`src/rtl/sq_pkg.sv`:
```
// sq_pkg: shared definitions for the sequential shift-add squarer.
//   - sq_state_t : 4-bit FSM state codes exported on SQstate
//                  (IDLE=0, LOAD=1, ITER=2, DONE=3; codes 4..15 unused)
//   - SQ_N_WIDTH : default root width
//   - SQ_CNT_W   : default iteration counter width
//   - clog2()    : ceiling log2, used to check that CNT_W can count N_WIDTH steps
package sq_pkg;

  localparam int SQ_N_WIDTH = 10;
  localparam int SQ_CNT_W   = 4;

  typedef enum logic [3:0] {
    IDLE = 4'd0,
    LOAD = 4'd1,
    ITER = 4'd2,
    DONE = 4'd3
  } sq_state_t;

  function automatic int clog2(input int value);
    int result;
    int rest;
    result = 0;
    rest   = value - 1;
    while (rest > 0) begin
      result = result + 1;
      rest   = rest >> 1;
    end
    return result;
  endfunction

endpackage

```
`src/rtl/sq_du.sv`:
```
// sq_du: datapath of the shift-add squarer.
//   Holds accumulator A (2N bits), multiplicand M (2N bits), multiplier Q (N bits),
//   the iteration counter and the output register.
// Ports:
//   clock, reset        rising-edge clock, synchronous active-low reset
//   ldq                 capture data_in into Q and M (and ref_in when enabled)
//   lda                 clear A and the counter
//   shft                one iteration step: A update, M<<1, Q>>1, counter++
//   add                 add M into A during this step (controller passes Q[0] back)
//   ldo                 load data_out with the final accumulator value
//   data_in             root operand
//   q0                  status: current LSB of Q
//   cnt_last            status: the current step is the last one
//   data_out            registered square
// Optional (macro SQ_ROOTCHK_EN):
//   ref_in              candidate radicand, latched with data_in
//   root_ok             registered check: A <= ref_in < A + 2*root + 1
module sq_du
  import sq_pkg::*;
#(
  parameter int N_WIDTH = SQ_N_WIDTH,
  parameter int CNT_W   = SQ_CNT_W
) (
  input  logic                   clock,
  input  logic                   reset,
  input  logic                   ldq,
  input  logic                   lda,
  input  logic                   shft,
  input  logic                   add,
  input  logic                   ldo,
  input  logic [N_WIDTH-1:0]     data_in,
`ifdef SQ_ROOTCHK_EN
  input  logic [2*N_WIDTH-1:0]   ref_in,
  output logic                   root_ok,
`endif
  output logic                   q0,
  output logic                   cnt_last,
  output logic [2*N_WIDTH-1:0]   data_out
);

  logic [2*N_WIDTH-1:0] acc;
  logic [2*N_WIDTH-1:0] mcand;
  logic [N_WIDTH-1:0]   mplier;
  logic [CNT_W-1:0]     cnt;
  logic [2*N_WIDTH-1:0] a_sum;

  // The largest partial sum is (2^N-1)^2 < 2^(2N), so the 2N-bit add never overflows.
  assign a_sum    = acc + (add ? mcand : '0);
  assign q0       = mplier[0];
  assign cnt_last = (cnt == CNT_W'(N_WIDTH - 1));

  always_ff @(posedge clock) begin
    if (!reset) begin
      acc      <= '0;
      mcand    <= '0;
      mplier   <= '0;
      cnt      <= '0;
      data_out <= '0;
    end else begin
      if (ldq) begin
        mplier <= data_in;
        mcand  <= {{N_WIDTH{1'b0}}, data_in};
      end
      if (lda) begin
        acc <= '0;
        cnt <= '0;
      end
      if (shft) begin
        acc    <= a_sum;
        mcand  <= mcand << 1;
        mplier <= mplier >> 1;
        cnt    <= cnt + CNT_W'(1);
      end
      // Output is taken from the adder on the final step so that the result
      // is already valid in the cycle where sq_done is high.
      if (ldo) begin
        data_out <= a_sum;
      end
    end
  end

`ifdef SQ_ROOTCHK_EN
  localparam int EW = 2 * N_WIDTH + 1;

  logic [N_WIDTH-1:0]   root_q;
  logic [2*N_WIDTH-1:0] ref_q;
  logic [EW-1:0]        sq_ext;
  logic [EW-1:0]        ref_ext;
  logic [EW-1:0]        upper_ext;

  // One extra bit keeps root = 2^N-1 from wrapping: (root+1)^2 = 2^(2N).
  assign sq_ext    = EW'(a_sum);
  assign ref_ext   = EW'(ref_q);
  assign upper_ext = sq_ext + EW'({root_q, 1'b0}) + EW'(1);

  always_ff @(posedge clock) begin
    if (!reset) begin
      root_q  <= '0;
      ref_q   <= '0;
      root_ok <= 1'b0;
    end else begin
      if (ldq) begin
        root_q <= data_in;
        ref_q  <= ref_in;
      end
      if (ldo) begin
        root_ok <= (sq_ext <= ref_ext) && (ref_ext < upper_ext);
      end
    end
  end
`endif

endmodule

```
`src/rtl/sq_cudu.sv`:
```
// sq_cudu: sequential shift-add squarer, data_out = data_in * data_in.
//   Fixed latency: a start accepted at edge k gives sq_done high in the cycle
//   after edge k+N_WIDTH+1; one result per N_WIDTH+3 cycles back to back.
// Ports:
//   clock     rising-edge clock
//   reset     synchronous, active-low reset
//   sq_start  start request, sampled only in IDLE
//   data_in   N_WIDTH-bit root, captured on the accepted start
//   sq_done   one-cycle completion pulse
//   data_out  2*N_WIDTH-bit square, held until the next result or reset
//   SQstate   current FSM state code (IDLE=0, LOAD=1, ITER=2, DONE=3)
// Optional feature, macro SQ_ROOTCHK_EN:
//   ref_in    2*N_WIDTH-bit candidate radicand, latched with data_in
//   root_ok   1 when data_in is the integer square root of ref_in
module sq_cudu
  import sq_pkg::*;
#(
  parameter int N_WIDTH = SQ_N_WIDTH,
  parameter int CNT_W   = SQ_CNT_W
) (
  input  logic                   clock,
  input  logic                   reset,
  input  logic                   sq_start,
  input  logic [N_WIDTH-1:0]     data_in,
`ifdef SQ_ROOTCHK_EN
  input  logic [2*N_WIDTH-1:0]   ref_in,
  output logic                   root_ok,
`endif
  output logic                   sq_done,
  output logic [2*N_WIDTH-1:0]   data_out,
  output logic [3:0]             SQstate
);

  if (CNT_W < clog2(N_WIDTH + 1)) begin : g_cnt_w_check
    $error("sq_cudu: CNT_W too small to count N_WIDTH iterations");
  end

  sq_state_t state;

  logic ldq;
  logic lda;
  logic shft;
  logic add;
  logic ldo;
  logic q0;
  logic cnt_last;

  assign ldq  = (state == IDLE) && sq_start;
  assign lda  = (state == LOAD);
  assign shft = (state == ITER);
  assign add  = shft && q0;
  assign ldo  = shft && cnt_last;

  assign SQstate = state;

  // sq_done is raised on the edge that enters DONE, so it is high exactly
  // while the FSM sits in DONE. Unused codes fall back to IDLE.
  always_ff @(posedge clock) begin
    if (!reset) begin
      state   <= IDLE;
      sq_done <= 1'b0;
    end else begin
      case (state)
        IDLE: begin
          sq_done <= 1'b0;
          if (sq_start) state <= LOAD;
        end
        LOAD: begin
          sq_done <= 1'b0;
          state   <= ITER;
        end
        ITER: begin
          if (cnt_last) begin
            state   <= DONE;
            sq_done <= 1'b1;
          end else begin
            sq_done <= 1'b0;
          end
        end
        DONE: begin
          sq_done <= 1'b0;
          state   <= IDLE;
        end
        default: begin
          sq_done <= 1'b0;
          state   <= IDLE;
        end
      endcase
    end
  end

  sq_du #(
    .N_WIDTH (N_WIDTH),
    .CNT_W   (CNT_W)
  ) u_du (
    .clock    (clock),
    .reset    (reset),
    .ldq      (ldq),
    .lda      (lda),
    .shft     (shft),
    .add      (add),
    .ldo      (ldo),
    .data_in  (data_in),
`ifdef SQ_ROOTCHK_EN
    .ref_in   (ref_in),
    .root_ok  (root_ok),
`endif
    .q0       (q0),
    .cnt_last (cnt_last),
    .data_out (data_out)
  );

endmodule

```
`config.mk`:
```
export PLATFORM = sky130hd
export DESIGN_NAME = sq_cudu
export DESIGN_NICKNAME = d
export VERILOG_FILES = /design/src/rtl/sq_pkg.sv /design/src/rtl/sq_du.sv /design/src/rtl/sq_cudu.sv
export SDC_FILE = /design/constraint.sdc
export NUM_CORES = 1
export LEC_CHECK = 0
export BUFFER_PORTS_ARGS = -buffer_cell sky130_fd_sc_hd__buf_4
export CAP_MARGIN = 20
export CORE_ASPECT_RATIO = 0.5
export CORE_MARGIN = 2
export CORE_UTILIZATION = 40
export CTS_CLUSTER_DIAMETER = 200
export CTS_CLUSTER_SIZE = 8
export DETAILED_ROUTE_END_ITERATION = 10
export MAX_ROUTING_LAYER = met4
export PLACE_DENSITY = 0.61
export REMOVE_ABC_BUFFERS = 1
export SLEW_MARGIN = 20
export SYNTH_ARGS = -nofsm -noshare
export SYNTH_HDL_FRONTEND = slang
export SYNTH_SLANG_ARGS = --single-unit
```
`constraint.sdc`:
```
create_clock -name clock -period 10.75 [get_ports clock]
set_clock_uncertainty 0.15 [all_clocks]
set_input_delay 0 -clock clock [delete_from_list [all_inputs] [get_ports clock]]
set_output_delay 0 -clock clock [all_outputs]
set_load 0.01 [all_outputs]
```
==> flow_summary.yaml, run 1 <==
outcome:
  run_status: "complete, no violations"
timing:
  period_needed_ns: 3.56
  rsz0062_at_grt: "no"
  report.final.slew_viol_count: 0
  worstMarginPinSlew_ns: 1.00
  hold_violations: 0
  relSlewSlack_pct: 33.1
  max_freq_mhz: 281
  finalSetupTns_ns: 0
  period_share_pct: 33.2
  finalSetupViolations: 0
setup_path:
  required_ns: 10.89
  critPathBufInv: 3
  path_max_fanout: 51
  endpoint: "u_du.data_out[14]"
  arrival_ns: 3.70
  crit_path_end_kind: "flop"
  path_cells: "inv_1 -> ha_1 -> buf_4 -> and3_1 -> ha_1 -> inv_1 -> fa_1 -> and2b_1 -> o21ai_1 -> a21oi_1 -> nor2_1 -> o31a_1 -> or4b_1 -> nand3_1"
  max_stage_delay_ns: 0.52
  cp.depth: 14
  start_kind: "flop"
  r2r_setup_slack_ns: 7.19
  reg2reg_depth: 14
  r2r_start: "SQstate[0]"
  crit_path_start: "SQstate[0]"
  worst_r2r_endpoint: "u_du.data_out[14]"
  cp_slowest_cell: "or4b_1"
  critPathKind: "reg2reg"
  critPathTopFamily: "simple AND/OR/NAND/NOR gates"
layout:
  final_cell_count_no_fill: 698
  drive_gt1_share_pct: 11.5
  fin_nets: 591
  multi_input_area_mm2: 0.00249
  area_growth_pct: 16.3
  register_area_mm2: 0.00154
  antenna_cells: 0
  fillers: 1024
run:
  drv_cap: 0
clock_network:
  cts_root_buf: "clkbuf_16"
  clkTransAtPathRegs_ns: 0.06
  clock_sinks: 77
  ctsResizeCount: 0
  cts_htree_levels: 3
  cts_buffers: 9
  worstSkewPairLatency_ns: 0.34
  cts_tree: "built"
  clk_path_buf_depth: 2
place:
  globalplace.congestion: 0.823
  port_buffers: 35
  dp_hpwl_um: 6420
  place_inst: 670
detailed_routing:
  drt-total-wl_um: 9560
  wl_per_cell_um: 13.7
  remaining_drc_errors: 0
  drt-vias-per-instance: 5.23
  ant_nets: 0
  via_count: 3651
  firstDrtPassIters: 4
  first_iter_violations: 224
min_path:
  hp-class: "in2reg"
  whs_path_depth: 4
power:
  max-vdd-ir-drop_mv: 0.161
  p_leak_nw: 2.10
  pwr_density_cell_mw_per_mm2: 163
synthesis:
  ys_seq_area_share_pct: 36.3
  synth-edff-count: 0
  ys_async_sr_fraction_pct: 0
  synth.ff_latch_count: 77
  synth_top_area_share_pct: 36.3
  avgSynthCellArea_um2: 7.98
  yosysTopAreaCell: "dfxtp_1"
  yosys.cell_types.count: 56
  yosysMostFrequentCell: "dfxtp_1"
  synthCells: 532
  syn-cell-area_mm2: 0.00425
  ys.flop_type: "dfxtp_1"
  yosys-top-cells-count: "77 x dfxtp_1, 64 x nand2_1, 55 x o21ai_0"
  ys_warn_count: 0
  yosys-top-cells-area: "dfxtp_1 36%, ha_1 7.1%, o21ai_0 6.5%"
die:
  io_pins: 38
  core-area_mm2: 0.0103
  dieHeight_um: 76.9
  die_x_um: 150
  dieArea_mm2: 0.0115
  rows: 26
  start_util_pct: 41.3
global_route:
  grt_pass1_wl_um: 15900
  grt_overflow_total: 0
  grt_pass1_vias: 3239
  grt_antenna_before_repair: 0
  track_usage_pct: 17.7
  grt_max_degree: 79
stage by stage:
step | hold slack [ns] | setup slack, ns | instance area, µm² | util, % | power, mW
finish | 0.0585 | 7.19 | 4940 | 48.1 | 0.805
global placement | 0.161 | 7.27 | 4550 | 44.3 | 0.527
floorplan | -0.0283 | 7.03 | 4090 | - | 0.463
global route | 0.0719 | 6.93 | 4940 | 48.1 | 0.853
detailed placement | 0.165 | 7.23 | 4550 | 44.3 | 0.528
CTS | 0.0394 | 7.18 | 4940 | 48.1 | 0.812
registers in the layout (all words and copies together), names as in the netlist:
| signal | cells |
|---|---|
| u_du.acc | 20 |
| SQstate | 2 |
| sq_done | 1 |
| u_du.cnt | 4 |
| u_du.mcand | 20 |
| u_du.data_out | 20 |
| u_du.mplier | 10 |
per-layer routing:
metal	up-vias	part of all wire [%]	track usage, %
met5	-	0	-
met4	0	1.1	6.51
met3	8	2.9	4.17
met2	31	45	26.6
met1	1685	51	23.1
li1	1927	-	-
power by group:
| part | total, mW | switching (mW) | leakage [nW] | internal, mW |
|---|---|---|---|---|
| registers | 0.347 | 0.0275 | 0.624 | 0.319 |
| clock network | 0.278 | 0.122 | 0.132 | 0.156 |
| logic | 0.181 | 0.122 | 1.34 | 0.0589 |
| total | 0.805 | 0.271 | 2.10 | 0.534 |
layout by cell type (no fill, tap or decap), types with 15 or more instances in the layout:
master	count
dfxtp_1	77
a21oi_1	54
and3_1	29
nand3_1	22
ha_1	24
and2_1	22
buf_4	38
o21ai_0	55
nand2_1	64
inv_1	15
tightest hold or removal path: stages:
cell,delay (ns)
buf_4,0.15
and3_1,0.20
a21oi_1,0.05
a21oi_1,0.12
how the worst min path moves through the flow:
stage / from / endpoint
4_1_cts: sq_start / u_du.mcand[2]
2_1_floorplan: reset / u_du.acc[1]
3_3_place_gp: data_in[0] / u_du.mcand[0]
6_report: sq_start / u_du.mcand[6]
3_5_place_dp: data_in[0] / u_du.mcand[0]
5_1_grt: sq_start / u_du.mcand[6]
logic make-up after synthesis:
| family | synth area share (%) |
|---|---|
| AOI/OAI and AO/OA | 22.9 |
| xor gates and xnor gates | 3.83 |
| adders and majority gates | 7.54 |
| buffers and inverters | 5.18 |
| DFF | 36.3 |
| muxes | 0.236 |
| other | 0.0883 |
| and+or+nand+nor | 24.0 |
area by class of cell:
class | instances | share of cell area (%)
Multi-Input combinational cell | 400 | 50.5
Tap cell | 140 | 3.54
Sequential cell | 77 | 31.2
Inverter | 15 | 1.14
Clock inverter | 6 | 0.810
Timing Repair Buffer | 50 | 8.20
Clock buffer | 10 | 4.63
what timing repair did:
item                                   in CTS  in global routing
setup endpoints to repair                   0                  0
hold buffers                               12                  0
endpoints found under the hold margin      19                  0
setup buffers                               0                  0
Note: power is estimated with default switching activity, not from simulation.
==> run 2: changes to the inputs <==
==> constraint.sdc (replaced) <==
create_clock -name clock -period 3.6 [get_ports clock]
set_clock_uncertainty 0.15 [all_clocks]
set_input_delay 0 -clock clock [delete_from_list [all_inputs] [get_ports clock]]
set_output_delay 0 -clock clock [all_outputs]
set_load 0.01 [all_outputs]
==> run 2 against run 1 <==
- largest power group unchanged
- maximum frequency rose by 7.8%
- die area did not move
- via count rose by 3.0%
- power grew to 3.2 times the previous value
- core utilization increased by 1.0 points
- final area up 2.2%
- combinational power rose to 3.4 times the previous value
==> flow_summary.yaml, run 2 (synthesized netlist as in run 1, its figures left out) <==
min_path:
  whs_path_depth: 2
  hp-start: "reset"
  hp-class: "in2reg"
detailed_routing:
  drt-total-wl_um: 9820
  firstDrtPassIters: 5
  wl_per_cell_um: 13.9
  via_count: 3762
  ant_nets: 0
  drt-vias-per-instance: 5.34
  first_iter_violations: 267
  remaining_drc_errors: 0
timing:
  hold_violations: 0
  rsz0062_at_grt: "no"
  report.final.slew_viol_count: 0
  period_needed_ns: 3.30
  max_freq_mhz: 303
  period_share_pct: 91.8
  hold_ws_ns: 0.0276
  worstMarginPinSlew_ns: 0.966
  relSlewSlack_pct: 35.4
  finalSetupViolations: 0
global_route:
  track_usage_pct: 18.0
  grt_antenna_before_repair: 0
  grt_max_degree: 51
  grt_pass1_vias: 3357
  grt_overflow_total: 0
  grt_pass1_wl_um: 16100
outcome:
  run_status: "complete, no violations"
clock_network:
  cts_root_buf: "clkbuf_16"
  worstSkewPairLatency_ns: 0.34
  cts_tree: "built"
  clk_path_buf_depth: 2
  cts_buffers: 9
  clock_sinks: 77
  post_cts_buffers: 0
  cts_htree_levels: 3
  clkTransAtPathRegs_ns: 0.06
power:
  pwr_density_cell_mw_per_mm2: 510
  max-vdd-ir-drop_mv: 0.224
  p_leak_nw: 2.16
place:
  place_inst: 677
  dp_hpwl_um: 6650
  globalplace.congestion: 0.883
  port_buffers: 35
  post_dp_cell_area_mm2: 0.00462
die:
  die_x_um: 150
  io_pins: 38
  dieArea_mm2: 0.0115
  dieHeight_um: 76.9
  rows: 26
  start_util_pct: 41.3
  core-area_mm2: 0.0103
layout:
  reg.largest.list: "u_du.acc: 20 flops, u_du.data_out: 20 flops, u_du.mcand: 20 flops"
  mostFrequentLayoutCell: "dfxtp_1"
  final_cell_count_no_fill: 705
  drive_gt1_share_pct: 12.4
  final_cell_mix: "77 x dfxtp_1, 64 x nand2_1, 54 x a21oi_1, 54 x o21ai_0, 44 x buf_4"
  area_growth_pct: 18.9
  fin_nets: 598
  stdcell_area_mm2: 0.00505
  antenna_cells: 0
setup_path:
  path_max_fanout: 43
  crit_path_end_kind: "flop"
  crit_path_start: "SQstate[0]"
  reg2reg_depth: 12
  r2r_start: "SQstate[0]"
  start_kind: "flop"
  critPathKind: "reg2reg"
  arrival_ns: 3.35
  required_ns: 3.64
run:
  drv_cap: 0
==> run 2: final timing paths <==
path | endpoint | slack (ns)
setup reg to reg | u_du.acc[15] | 0.30
hold / removal | u_du.data_out[7] | 0.03
setup / recovery | u_du.acc[15] | 0.30
hold reg to reg | u_du.mplier[9] | 0.31
==> run 2: metrics by stage <==
| stage | setup WS [ns] | utilization, % | total power [mW] | TNS [ns] |
|---|---|---|---|---|
| 2_1_floorplan | -0.116 | - | 1.38 | -0.171 |
| 3_3_place_gp | 0.407 | 44.9 | 1.62 | 0 |
| 3_5_place_dp | 0.344 | 44.9 | 1.63 | 0 |
| 4_1_cts | 0.302 | 49.1 | 2.59 | 0 |
| 5_1_grt | 0.0704 | 49.1 | 2.72 | 0 |
| 6_report | 0.295 | 49.1 | 2.58 | 0 |
==> run 2: what timing repair did <==
item,4_1_cts,5_1_grt
hold buffers,12,0
gates resized for setup,0,2
hold endpoints to repair,20,0
setup endpoints to repair,0,2
==> run 2: final cells by class <==
| class | instances | area [µm²] |
|---|---|---|
| clock buffer | 11 | 233 |
| sequential | 77 | 1540 |
| fill | 1022 | 5230 |
| clock inverter | 5 | 75.1 |
| multi-input combinational | 400 | 2500 |
| timing repair buffer | 57 | 470 |
| tap | 140 | 175 |
| inverter | 15 | 56.3 |
==> run 2: report_power, final <==
part	total (mW)	internal (mW)	switching, mW
clock network	0.948	0.604	0.344
logic	0.607	0.210	0.397
registers	1.02	0.954	0.0669
==> run 2: worst max-delay path, stage by stage (launching register included) <==
cell	delay (ns)
dfxtp_1	0.36
inv_1	0.09
ha_1	0.25
buf_12	0.18
and3_1	0.19
ha_1	0.34
nor3_1	0.33
nor4_2	0.11
a21boi_1	0.16
or3_4	0.41
a31oi_1	0.31
xor2_1	0.18
o21ai_0	0.08
==> run 2: per-layer routing <==
| metal | wire, µm | GRT usage (%) |
|---|---|---|
| met5 | 0 | - |
| met4 | 185 | 5.94 |
| met3 | 472 | 4.35 |
| met2 | 4390 | 28.3 |
| met1 | 4780 | 22.9 |
==> run 3: changes to the inputs <==
==> constraint.sdc (replaced) <==
create_clock -name clock -period 3.4 [get_ports clock]
set_clock_uncertainty 0.15 [all_clocks]
set_input_delay 0 -clock clock [delete_from_list [all_inputs] [get_ports clock]]
set_output_delay 0 -clock clock [all_outputs]
set_load 0.01 [all_outputs]
==> run 3 against run 2 <==
- die area stayed put
- critical endpoint is now u_du.acc[16]
- core utilization increased by 0.58 points
- final cell count up 1.1%
- critical path depth rose by 2
- highest routed layer unchanged
==> flow_summary.yaml, run 3 (synthesized netlist as in run 1, its figures left out) <==
power:
  p_seq_share_pct: 41.1
  p_leak_nw: 2.17
  p_int_mw: 1.74
  p_sw_mw: 0.888
  p_sw_share_pct: 33.7
  pwr_density_cell_mw_per_mm2: 515
  p_comb_share_pct: 25.1
  max-vdd-ir-drop_mv: 0.299
  power.share.clock_pct: 33.8
clock_network:
  clkTransAtPathRegs_ns: 0.06
  post_cts_buffers: 0
  cts_root_buf: "clkbuf_16"
  clk_path_buf_depth: 2
  worstSkewPairLatency_ns: 0.35
  cts_buffers: 9
  clock_sinks: 77
  cts_htree_levels: 3
  cts_tree: "built"
outcome:
  run_status: "complete, no violations"
die:
  die_x_um: 150
  io_pins: 38
  core-area_mm2: 0.0103
  dieArea_mm2: 0.0115
  dieHeight_um: 76.9
  start_util_pct: 41.3
  rows: 26
detailed_routing:
  firstDrtPassIters: 4
  drt-vias-per-instance: 5.31
  via_count: 3789
  remaining_drc_errors: 0
  first_iter_violations: 234
  wl_per_cell_um: 14.1
  drt-total-wl_um: 10000
  ant_nets: 0
timing:
  worstMarginPinSlew_ns: 0.974
  relSlewSlack_pct: 34.9
  hold_violations: 0
  report.final.slew_viol_count: 0
  max_freq_mhz: 309
  period_share_pct: 95.2
  period_needed_ns: 3.24
  finalSetupViolations: 0
  hold_ws_ns: 0.0536
setup_path:
  arrival_ns: 3.32
  reg2reg_depth: 14
  required_ns: 3.48
  crit_path_end_kind: "flop"
  start_kind: "flop"
  critPathKind: "reg2reg"
  path_max_fanout: 42
global_route:
  grt_antenna_before_repair: 0
  grt_max_degree: 46
  track_usage_pct: 18.7
  grt_use_met1_pct: 24.7
  grt_pass1_wl_um: 16800
  met2_usage_pct: 28.1
  grt_pass1_vias: 3485
  grt.busiest_layer: "met2"
  grt_overflow_total: 0
  met3_usage_pct: 4.70
layout:
  reg.largest.list: "u_du.acc: 20 flops, u_du.data_out: 20 flops, u_du.mcand: 20 flops"
  mostFrequentLayoutCell: "dfxtp_1"
  antenna_cells: 0
  fin_util_pct: 49.7
  final_cell_mix: "77 x dfxtp_1, 64 x nand2_1, 53 x a21oi_1, 53 x o21ai_0, 50 x buf_4"
  drive_gt1_share_pct: 14.3
  fillers: 1038
  fin_nets: 606
  area_growth_pct: 20.3
place:
  port_buffers: 35
  dp_hpwl_um: 6930
  globalplace.congestion: 0.885
run:
  drv_cap: 0
min_path:
  whs_path_depth: 4
  hp-class: "in2reg"
[run 3: cell count changes in the layout (fill, tap and decap cells not counted), sizes merged, moves of 2 or more]
cell | previous run | this run
buf | 45 | 51
bufinv | 2 | 0
clkbuf | 11 | 9
clkinv | 3 | 1
clkinvlp | 0 | 5
dlygate4sd3 | 12 | 14
[run 3: worst paths after layout]
path                  start        endpoint  slack, ns
max              SQstate[0]    u_du.acc[16]       0.16
min                sq_start   u_du.mcand[7]       0.05
max reg2reg      SQstate[0]    u_du.acc[16]       0.16
min reg2reg  u_du.mplier[9]  u_du.mplier[9]       0.30
[run 3: final cells by class]
class,count,area [µm²],area share (%)
sequential,77,1540,30.2
clock buffer,9,225,4.41
tap,140,175,3.43
timing repair buffer,65,536,10.5
inverter,15,56.3,1.10
clock inverter,7,51.3,1.00
multi-input combinational,400,2520,49.4
[run 3: timing repair]
item / 4_1_cts / 5_1_grt
hold buffers: 14 / 0
endpoints found under the setup margin: 0 / 9
resized for setup: 0 / 8
endpoints found under the hold margin: 38 / 0
[run 3: power groups by stage]
stage,clock (mW),sequential (mW),combinational (mW)
5_1_grt,0.959,1.09,0.749
3_5_place_dp,0,1.10,0.637
3_3_place_gp,0,1.10,0.627
4_1_cts,0.918,1.08,0.659
6_report,0.890,1.08,0.660
2_1_floorplan,0,1.09,0.374
[run 3: layer usage]
metal	up-vias	part of all wire, %
li1	1956	-
met1	1770	49
met2	55	46
met3	8	4.1
met4	0	0.78
met5	-	0
[run 3: worst max-delay path, stage by stage (launching register included)]
cell and delay, ns:
dfxtp_1 0.33, inv_1 0.10, ha_2 0.24, buf_12 0.19, nand3_1 0.14, fa_1 0.44
and2b_1 0.21, o21ai_1 0.07, a21oi_1 0.20, nor2_1 0.11, buf_4 0.15, o41ai_1 0.41
buf_4 0.20, xnor2_1 0.10, o21ai_0 0.08
[run 3: through the flow]
stage                     TNS [ns]  instance area [µm²]  total power, mW  setup slack (ns)  cells
after floorplan              -1.27                 4090             1.46            -0.316    492
after global placement           0                 4660             1.73            0.0474    683
after detailed placement         0                 4660             1.74             0.127    683
after CTS                        0                 5080             2.66            0.0770    713
after global routing      -0.00213                 5110             2.80          -0.00213    713
final                            0                 5110             2.63             0.164    713
